`config.mk`:
```
export PLATFORM = sky130hd
export DESIGN_NAME = multicycle_ctrl
export DESIGN_NICKNAME = d
export VERILOG_FILES = /design/src/rtl/multicycle_ctrl_pkg.sv /design/src/rtl/multicycle_ctrl_decode.sv /design/src/rtl/multicycle_ctrl.sv
export SDC_FILE = /design/constraint.sdc
export NUM_CORES = 1
export LEC_CHECK = 0
export CAP_MARGIN = 40
export CELL_PAD_IN_SITES_DETAIL_PLACEMENT = 2
export CELL_PAD_IN_SITES_GLOBAL_PLACEMENT = 2
export CORE_ASPECT_RATIO = 2
export CORE_MARGIN = 2
export CORE_UTILIZATION = 31
export CTS_CLUSTER_SIZE = 8
export DETAILED_ROUTE_END_ITERATION = 8
export PLACE_DENSITY_LB_ADDON = 0.1
export SLEW_MARGIN = 10
export SYNTH_ARGS = -nofsm -noshare
export SYNTH_HDL_FRONTEND = slang
export SYNTH_SLANG_ARGS = --single-unit
```
`constraint.sdc`:
```
create_clock -name clk -period 3.7 [get_ports clk]
set_input_delay 0.74 -clock clk [delete_from_list [all_inputs] [get_ports clk]]
set_output_delay 0.74 -clock clk [all_outputs]
set_load 0.05 [all_outputs]
```
`src/rtl/multicycle_ctrl_pkg.sv`:
```
// Shared encodings for the multicycle controller: opcodes, ALU ops, next-PC
// selects, FSM states and the instruction classes produced by decode.
package multicycle_ctrl_pkg;

    localparam logic [6:0] OPC_R    = 7'h33;
    localparam logic [6:0] OPC_ADDI = 7'h13;
    localparam logic [6:0] OPC_LW   = 7'h03;
    localparam logic [6:0] OPC_SW   = 7'h23;
    localparam logic [6:0] OPC_BEQ  = 7'h63;
    localparam logic [6:0] OPC_JAL  = 7'h6F;

    localparam logic [2:0] ALU_AND = 3'b000;
    localparam logic [2:0] ALU_OR  = 3'b001;
    localparam logic [2:0] ALU_ADD = 3'b010;
    localparam logic [2:0] ALU_SUB = 3'b110;

    localparam logic [1:0] PCSEL_PC4 = 2'b00;
    localparam logic [1:0] PCSEL_BR  = 2'b01;
    localparam logic [1:0] PCSEL_JAL = 2'b10;

    typedef enum logic [2:0] {
        S_IDLE, S_FETCH, S_DECODE, S_EXEC, S_MEM, S_WB, S_HALT
    } state_e;

    typedef enum logic [2:0] {
        CLS_R, CLS_ADDI, CLS_LW, CLS_SW, CLS_BEQ, CLS_JAL
    } ins_class_e;

    // The state in which an instruction of class c retires (PCwrite, ic++).
    function automatic logic is_final(input state_e s, input ins_class_e c);
        return (s == S_WB) ||
               (s == S_MEM  && c == CLS_SW) ||
               (s == S_EXEC && c == CLS_BEQ);
    endfunction

endpackage

```
`src/rtl/multicycle_ctrl_decode.sv`:
```
// Combinational instruction decode: opcode/funct fields to class, ALU op,
// operand select, writeback select and legality.
module ctrl_decode
    import multicycle_ctrl_pkg::*;
(
    input  logic [31:0] ins_i,
    output ins_class_e  cls_o,
    output logic [2:0]  op_o,
    output logic        alusrc_o,
    output logic        mem2reg_o,
    output logic        legal_o
);

    logic [6:0] opcode;
    logic [2:0] funct3;
    logic       funct7b5;
    logic       unused_bits;

    assign opcode      = ins_i[6:0];
    assign funct3      = ins_i[14:12];
    assign funct7b5    = ins_i[30];
    assign unused_bits = ^{ins_i[31], ins_i[29:15], ins_i[11:7]};

    always_comb begin
        cls_o     = CLS_R;
        op_o      = ALU_ADD;
        alusrc_o  = 1'b0;
        mem2reg_o = 1'b0;
        legal_o   = 1'b1;
        case (opcode)
            OPC_R: begin
                cls_o = CLS_R;
                case (funct3)
                    3'b000:  op_o = funct7b5 ? ALU_SUB : ALU_ADD;
                    3'b110:  op_o = ALU_OR;
                    3'b111:  op_o = ALU_AND;
                    default: legal_o = 1'b0;
                endcase
            end
            OPC_ADDI: begin
                cls_o    = CLS_ADDI;
                alusrc_o = 1'b1;
            end
            OPC_LW: begin
                cls_o     = CLS_LW;
                alusrc_o  = 1'b1;
                mem2reg_o = 1'b1;
            end
            OPC_SW: begin
                cls_o    = CLS_SW;
                alusrc_o = 1'b1;
            end
            OPC_BEQ: begin
                cls_o = CLS_BEQ;
                op_o  = ALU_SUB;
            end
            OPC_JAL: begin
                cls_o    = CLS_JAL;
                alusrc_o = 1'b1;
            end
            default: legal_o = 1'b0;
        endcase
    end

endmodule

```
`src/rtl/multicycle_ctrl.sv`:
```
// Multicycle controller FSM with retired-instruction counter and optional
// instruction budget; all outputs except PCsel come straight from registers.
module multicycle_ctrl
    import multicycle_ctrl_pkg::*;
#(
    parameter int MAX_INS = 0
) (
    input  logic        clk,
    input  logic        rst,
    input  logic        start,
    input  logic        halt_req,
    input  logic [31:0] ins,
    input  logic        zero,
    output logic        IRwrite,
    output logic        PCwrite,
    output logic [1:0]  PCsel,
    output logic        RegWrite,
    output logic        ALUSrc,
    output logic        MemRead,
    output logic        MemWrite,
    output logic        Mem2Reg,
    output logic [2:0]  op,
    output logic [31:0] ic,
    output logic        busy,
    output logic        done,
    output logic        illegal
);

    localparam logic [31:0] MAX_W = 32'(MAX_INS);

    state_e      state_q;
    ins_class_e  cls_q;
    logic [31:0] ic_q, ic_d;
    logic        IRwrite_q, PCwrite_q, br_q, RegWrite_q, MemRead_q, MemWrite_q;
    logic [1:0]  pcsel_q;
    logic [2:0]  op_q;
    logic        alusrc_q, mem2reg_q, busy_q, done_q, illegal_q;
    logic        final_st, stop_d;

    ins_class_e  dec_cls;
    logic [2:0]  dec_op;
    logic        dec_alusrc, dec_mem2reg, dec_legal;

    ctrl_decode u_decode (
        .ins_i     (ins),
        .cls_o     (dec_cls),
        .op_o      (dec_op),
        .alusrc_o  (dec_alusrc),
        .mem2reg_o (dec_mem2reg),
        .legal_o   (dec_legal)
    );

    assign ic_d     = ic_q + 32'd1;
    assign final_st = is_final(state_q, cls_q);
    assign stop_d   = halt_req || (MAX_INS != 0 && ic_q == MAX_W);

    always_ff @(posedge clk or posedge rst) begin
        if (rst) begin
            state_q    <= S_IDLE;
            cls_q      <= CLS_R;
            ic_q       <= '0;
            IRwrite_q  <= 1'b0;
            PCwrite_q  <= 1'b0;
            pcsel_q    <= PCSEL_PC4;
            br_q       <= 1'b0;
            RegWrite_q <= 1'b0;
            MemRead_q  <= 1'b0;
            MemWrite_q <= 1'b0;
            op_q       <= '0;
            alusrc_q   <= 1'b0;
            mem2reg_q  <= 1'b0;
            busy_q     <= 1'b0;
            done_q     <= 1'b0;
            illegal_q  <= 1'b0;
        end else begin
            IRwrite_q  <= 1'b0;
            PCwrite_q  <= 1'b0;
            pcsel_q    <= PCSEL_PC4;
            br_q       <= 1'b0;
            RegWrite_q <= 1'b0;
            MemRead_q  <= 1'b0;
            MemWrite_q <= 1'b0;
            if (final_st) begin
                op_q      <= '0;
                alusrc_q  <= 1'b0;
                mem2reg_q <= 1'b0;
                if (stop_d) begin
                    state_q <= S_HALT;
                    busy_q  <= 1'b0;
                    done_q  <= 1'b1;
                end else begin
                    state_q   <= S_FETCH;
                    IRwrite_q <= 1'b1;
                end
            end else begin
                case (state_q)
                    S_IDLE: begin
                        if (start) begin
                            state_q   <= S_FETCH;
                            IRwrite_q <= 1'b1;
                            busy_q    <= 1'b1;
                        end
                    end
                    S_FETCH: state_q <= S_DECODE;
                    S_DECODE: begin
                        if (!dec_legal) begin
                            state_q   <= S_HALT;
                            busy_q    <= 1'b0;
                            done_q    <= 1'b1;
                            illegal_q <= 1'b1;
                        end else begin
                            state_q   <= S_EXEC;
                            cls_q     <= dec_cls;
                            op_q      <= dec_op;
                            alusrc_q  <= dec_alusrc;
                            mem2reg_q <= dec_mem2reg;
                            // BEQ retires in EXEC, so its strobe is armed here
                            if (dec_cls == CLS_BEQ) begin
                                PCwrite_q <= 1'b1;
                                br_q      <= 1'b1;
                                ic_q      <= ic_d;
                            end
                        end
                    end
                    S_EXEC: begin
                        case (cls_q)
                            CLS_LW: begin
                                state_q   <= S_MEM;
                                MemRead_q <= 1'b1;
                            end
                            CLS_SW: begin
                                state_q    <= S_MEM;
                                MemWrite_q <= 1'b1;
                                PCwrite_q  <= 1'b1;
                                ic_q       <= ic_d;
                            end
                            default: begin
                                state_q    <= S_WB;
                                RegWrite_q <= 1'b1;
                                PCwrite_q  <= 1'b1;
                                pcsel_q    <= (cls_q == CLS_JAL) ? PCSEL_JAL : PCSEL_PC4;
                                ic_q       <= ic_d;
                            end
                        endcase
                    end
                    S_MEM: begin
                        state_q    <= S_WB;
                        MemRead_q  <= 1'b1;
                        RegWrite_q <= 1'b1;
                        PCwrite_q  <= 1'b1;
                        ic_q       <= ic_d;
                    end
                    default: state_q <= state_q;
                endcase
            end
        end
    end

    // zero is only valid during EXEC, so the branch select is resolved live
    assign PCsel    = (br_q && zero) ? PCSEL_BR : pcsel_q;
    assign IRwrite  = IRwrite_q;
    assign PCwrite  = PCwrite_q;
    assign RegWrite = RegWrite_q;
    assign ALUSrc   = alusrc_q;
    assign MemRead  = MemRead_q;
    assign MemWrite = MemWrite_q;
    assign Mem2Reg  = mem2reg_q;
    assign op       = op_q;
    assign ic       = ic_q;
    assign busy     = busy_q;
    assign done     = done_q;
    assign illegal  = illegal_q;

endmodule

```
### After elaboration in Yosys (flattened, before gate mapping)

Cells that the tools add are included.

| storage, ports and cells | value |
|---|---|
| register bits | 54 |
| latch bits | 0 |
| RAM bits | 0 |
| memory bits (read-only) | 0 |
| input port bits | 37 |
| output and inout bits | 47 |
| logic and storage cells | 128 |
| memories kept | 0 |

| cells by class | value |
|---|---|
| $add $sub $neg | 1 |
| multipliers | 0 |
| divide/modulo/power cells | 0 |
| order comparisons | 0 |
| equal/unequal tests | 25 |
| shift operators | 0 |
| mux-type cells | 61 |
| bitwise operators | 2 |
| reduce and logical (&&, ||, !) cells | 23 |

Operator list:

| operator | number |
|---|---|
| 32-bit two-way mux | 3 |
| 32-bit one-hot mux with 3 select lines | 1 |
| 1-bit two-way mux | 35 |
| 32-bit by 1-bit adder with 32-bit output (second input constant) | 1 |
| 3-bit one-hot mux with 5 select lines | 2 |
| 3-bit two-way mux | 8 |
| 3-bit == test (second input constant) | 7 |
| 7-bit by 6-bit == test with 1-bit output (second input constant) | 2 |
| 7-bit == test (second input constant) | 2 |
| 3-bit by 2-bit == test with 1-bit output (second input constant) | 4 |
| 2-bit two-way mux | 5 |
| 2-bit inequality test (second input constant) | 5 |
| 3-bit one-hot mux with 3 select lines | 1 |
| 3-bit AND reduction | 3 |
| 1-bit one-hot mux with 2 select lines | 4 |
| 7-bit by 2-bit == test with 1-bit output (second input constant) | 1 |
| 7-bit by 5-bit == test with 1-bit output (second input constant) | 1 |
| 3-bit logical NOT | 2 |
| 3-bit inequality test (second input constant) | 2 |
| 3-bit one-hot mux with 2 select lines | 1 |
| 3-bit nonzero test | 2 |
| 6-bit nonzero test | 1 |
| 5-bit AND reduction | 1 |
| 5-bit OR reduction | 1 |
| 11 further kinds | 17 |

### Logic depth before layout (Yosys ltp)

| depth | value |
|---|---|
| word-level depth | 7 |
| gate-level depth with buffers | 8 |
| gate-level depth less buffers | 6 |

### Hierarchy

A second synthesis with hierarchy kept.

| second synthesis, totals | value |
|---|---|
| cells, all modules | 271 |
| area total of the unflattened synthesis | 2,665.1 um^2 |

By module, submodules not included:

| module | times used | cells an instance | area each (um^2) | sequential area each (um^2) |
|---|---|---|---|---|
| multicycle_ctrl | 1 | 244 | 2,473.6 | 1,326.3 |
| ctrl_decode | 1 | 27 | 191.4 | 0.0 |

### Worst setup path before layout

No wires, ideal clock.

| timing | value |
|---|---|
| kind | in2out |
| start | input port zero |
| end | output port PCsel[1] |
| data arrival time | 1.815 ns |
| path slack | 1.145 ns |
| stages on the path | 2 |
| cell sequence | and2_1 nor2b_1 |

| on the way | value |
|---|---|
| cells in the longest elaborated chain, start to end | 2 |

Ends and longest elaborated chain:

| what | line | RTL |
|---|---|---|
| start: declaration | multicycle_ctrl.sv:13 | `input logic zero,` |
| 1-bit logical AND | multicycle_ctrl.sv:160 | `assign PCsel = (br_q && zero) ? PCSEL_BR : pcsel_q;` |
| 2-bit two-way mux | multicycle_ctrl.sv:160 |  |
| end: declaration | multicycle_ctrl.sv:16 | `output logic [1:0] PCsel,` |

No other way between the ends.

### Worst setup path in the final report

Ends and elaborated chain as after synthesis.

==> summary.txt <==
Clock Root Buffer: clkbuf_16
Classification of the worst setup path: primary input to primary output
Tot Pwr: 1130 uW
Tcrit/Tclk final: 79.4%
Status: complete, no violations
Worst skew pair latency: 0.30 ns
Die Area: 9670 um^2
Main area contributors after synthesis: dfrtp_1 (48%), xnor2_1 (5.1%), xor2_1 (5.1%)
PostCTS Resize Cnt: 0
Worst-path fanout max: 2
DR vias/cell: 5.38
Startpoint types: primary input
Layout cells sized above 1: 9.54%
Fin nets: 362
Final GP Congestion: 0.711
Multi-input logic area: 1330 um^2
Mapped Nets: 301
Area growth, synth to finish: 31.0%
First-pass GRT wire length: 13.2 mm
Cts hold-fix bufs: 0
Synth Warn #: 0
Setup total negative slack: 0 ns
Setup Fix Bufs, Post-CTS: 0
Setup repair after global routing missed its margin: no
Max Slew Vio Count: 0
Critical-path top delay cell: clkdlybuf4s50_1
Layout Skew: 0.00399 ns
DP HPWL: 6.03 mm
Max rail drop VDD: 0.000173 V
DR vias: 2,285
# rows: 48
EDFF count, synth: 0
HP Class: register to register
Top FF cell, synth: dfrtp_1
Post-synth top cells: dfrtp_1 (53), nand2_1 (25), nand3_1 (20)
Asr flop ratio synth: 100%
I/O pin cnt: 84
Synthesized area: 2740 um^2
Mapped Cells: 263
WL per Instance: 18.7 um
Cell Pwr Density: 315 nW/um^2
Critical path capture point type: primary output
Vias in the first global route: 2,504
DRC Markers: 0
Share of the synthesized area in the top cell type: 48.3%
Global-route usage over all layers: 17.6%
Critical path required time: 2.96 ns
Netlist cell types: 51
Initial antenna violation count: 0
Die Span Y: 137 um
Top cell type by total area after synthesis: dfrtp_1
Post-Syn Area per Cell: 10.4 um^2
Clk sink count: 53
Post-route ant nets: 0
Num CTS Buffers: 5
Setup-failing EPs final: 0
Register area: 1330 um^2
First drt pass iteration count: 3
Total gr overflow: 0
Die width: 70.5 um
Sequential share of the synthesized area: 48.3%
Maximum buffer depth of the clock tree: 2
CTS H-tree lvls: 2
Fill cells: 962
Largest net degree at the start of global routing: 54
Port-buffer cells: 62
CP Cell Sequence: clkdlybuf4s50_1 > and2_1 > nor2b_1 > clkdlybuf4s50_1
Core region area: 8590 um^2
Yosys reg bits: 53
Count leader, synth: dfrtp_1
CP arrival: 2.20 ns
Final Critical Period: 2.94 ns
Max incr delay on CP: 0.80 ns
Top cell by count, worst path: clkdlybuf4s50_1
Max_slew headroom: 47.1%
Hold Slack: 0.471 ns
Leak: 0.00153 uW
# diodes: 0
Iter 0 DRT Violations: 77
Starting density of the core: 31.9%
CTS clk-pin slew, worst paths: 0.07 ns
Slew @ Worst Pin: 0.791 ns
CTS tree: yes
Fmax achieved: 0.340 GHz
Max cap viols: 0
Total length of routed wires: 7.96 mm
Final hold violations: 0
[placed cells by master (no fill, tap or decap), types with 2 or more instances in the layout]
cell type	netlist	layout
xor2_1	16	16
or3_1	2	2
o21ai_0	10	10
inv_1	6	5
nor4_2	7	7
nor3_2	4	4
nor4_1	3	3
nor3_1	9	9
clkbuf_16	0	5
dfrtp_1	53	53
clkbuf_8	0	2
and2_1	4	4
nand4_1	15	15
a21oi_1	2	2
nand3b_1	3	3
or2_1	4	4
nor2_1	14	14
clkdlybuf4s50_1	0	62
xnor2_1	16	16
nand3_1	20	20
and3_1	7	7
o41ai_1	2	2
and4_1	2	2
a21o_1	3	3
mux2_2	2	2
nand2_1	25	25
nand2b_1	3	3
[registers in the layout, indices dropped and copies added (netlist names), 3 cells and up]
| signal | count |
|---|---|
| state_q | 3 |
| op | 3 |
| ic | 32 |
| cls_q | 3 |
[area by class of cell]
class                   count  area share, %
clock buffers               7           4.25
clock inverters             1          0.139
inverters                   7          0.801
multi-input cells         194           36.9
flip-flops and latches     53           36.9
well taps                 100           3.48
repair buffers             63           17.5
[metrics by stage]
stage	setup WS [ns]	cells	area (um^2)	util (%)
2_1_floorplan	1.14	263	2740	-
3_3_place_gp	0.599	417	3440	40.0
3_5_place_dp	0.579	417	3440	40.0
4_1_cts	0.745	425	3590	41.8
5_1_grt	0.685	425	3590	41.8
6_report	0.761	425	3590	41.8
[power by group]
group          internal (uW)  switching (uW)
sequential               579               0
clock                    287             218
combinational           20.2            25.7
[final timing paths]
path / cells past startpoint / slack (ns) / endpoint / from
max in group asynchronous: 3 / 2.26 / IRwrite / rst
setup reg to reg: 6 / 1.43 / ic[23] / state_q[1]
hold / removal: 1 / 0.47 / ic[31] / ic[31]
hold reg to reg: 1 / 0.47 / ic[31] / ic[31]
setup / recovery: 4 / 0.76 / PCsel[1] / zero
min in group asynchronous: 3 / 0.94 / br_q / rst
[worst max-delay path: cells and delay by family]
family | cells | cell delay, ns
AND/OR/NAND/NOR | 2 | 0.26
buffers and inverters | 2 | 1.19
[cells by family (layout without fill, tap and decap cells)]
kind of cell    count (synthesis)  in the layout  share of synthesized area (%)
buf+inv                        16             78                           3.28
compound gates                 27             27                           7.02
mux                             3              3                           1.19
xor+xnor                       32             32                           10.2
flops                          53             53                           48.3
simple gates                  131            131                           29.5
fa+ha+maj                       1              1                          0.456
[routing by layer]
metal  GRT usage, %  vias to the layer above  routed length, um
met3           2.50                        9                174
met1           17.1                     1180               2710
met4           6.62                        0                156
met5              0                        -                  0
met2           36.0                       38               4930
li1               -                     1058                  -
(Power assumes the default switching activity.)
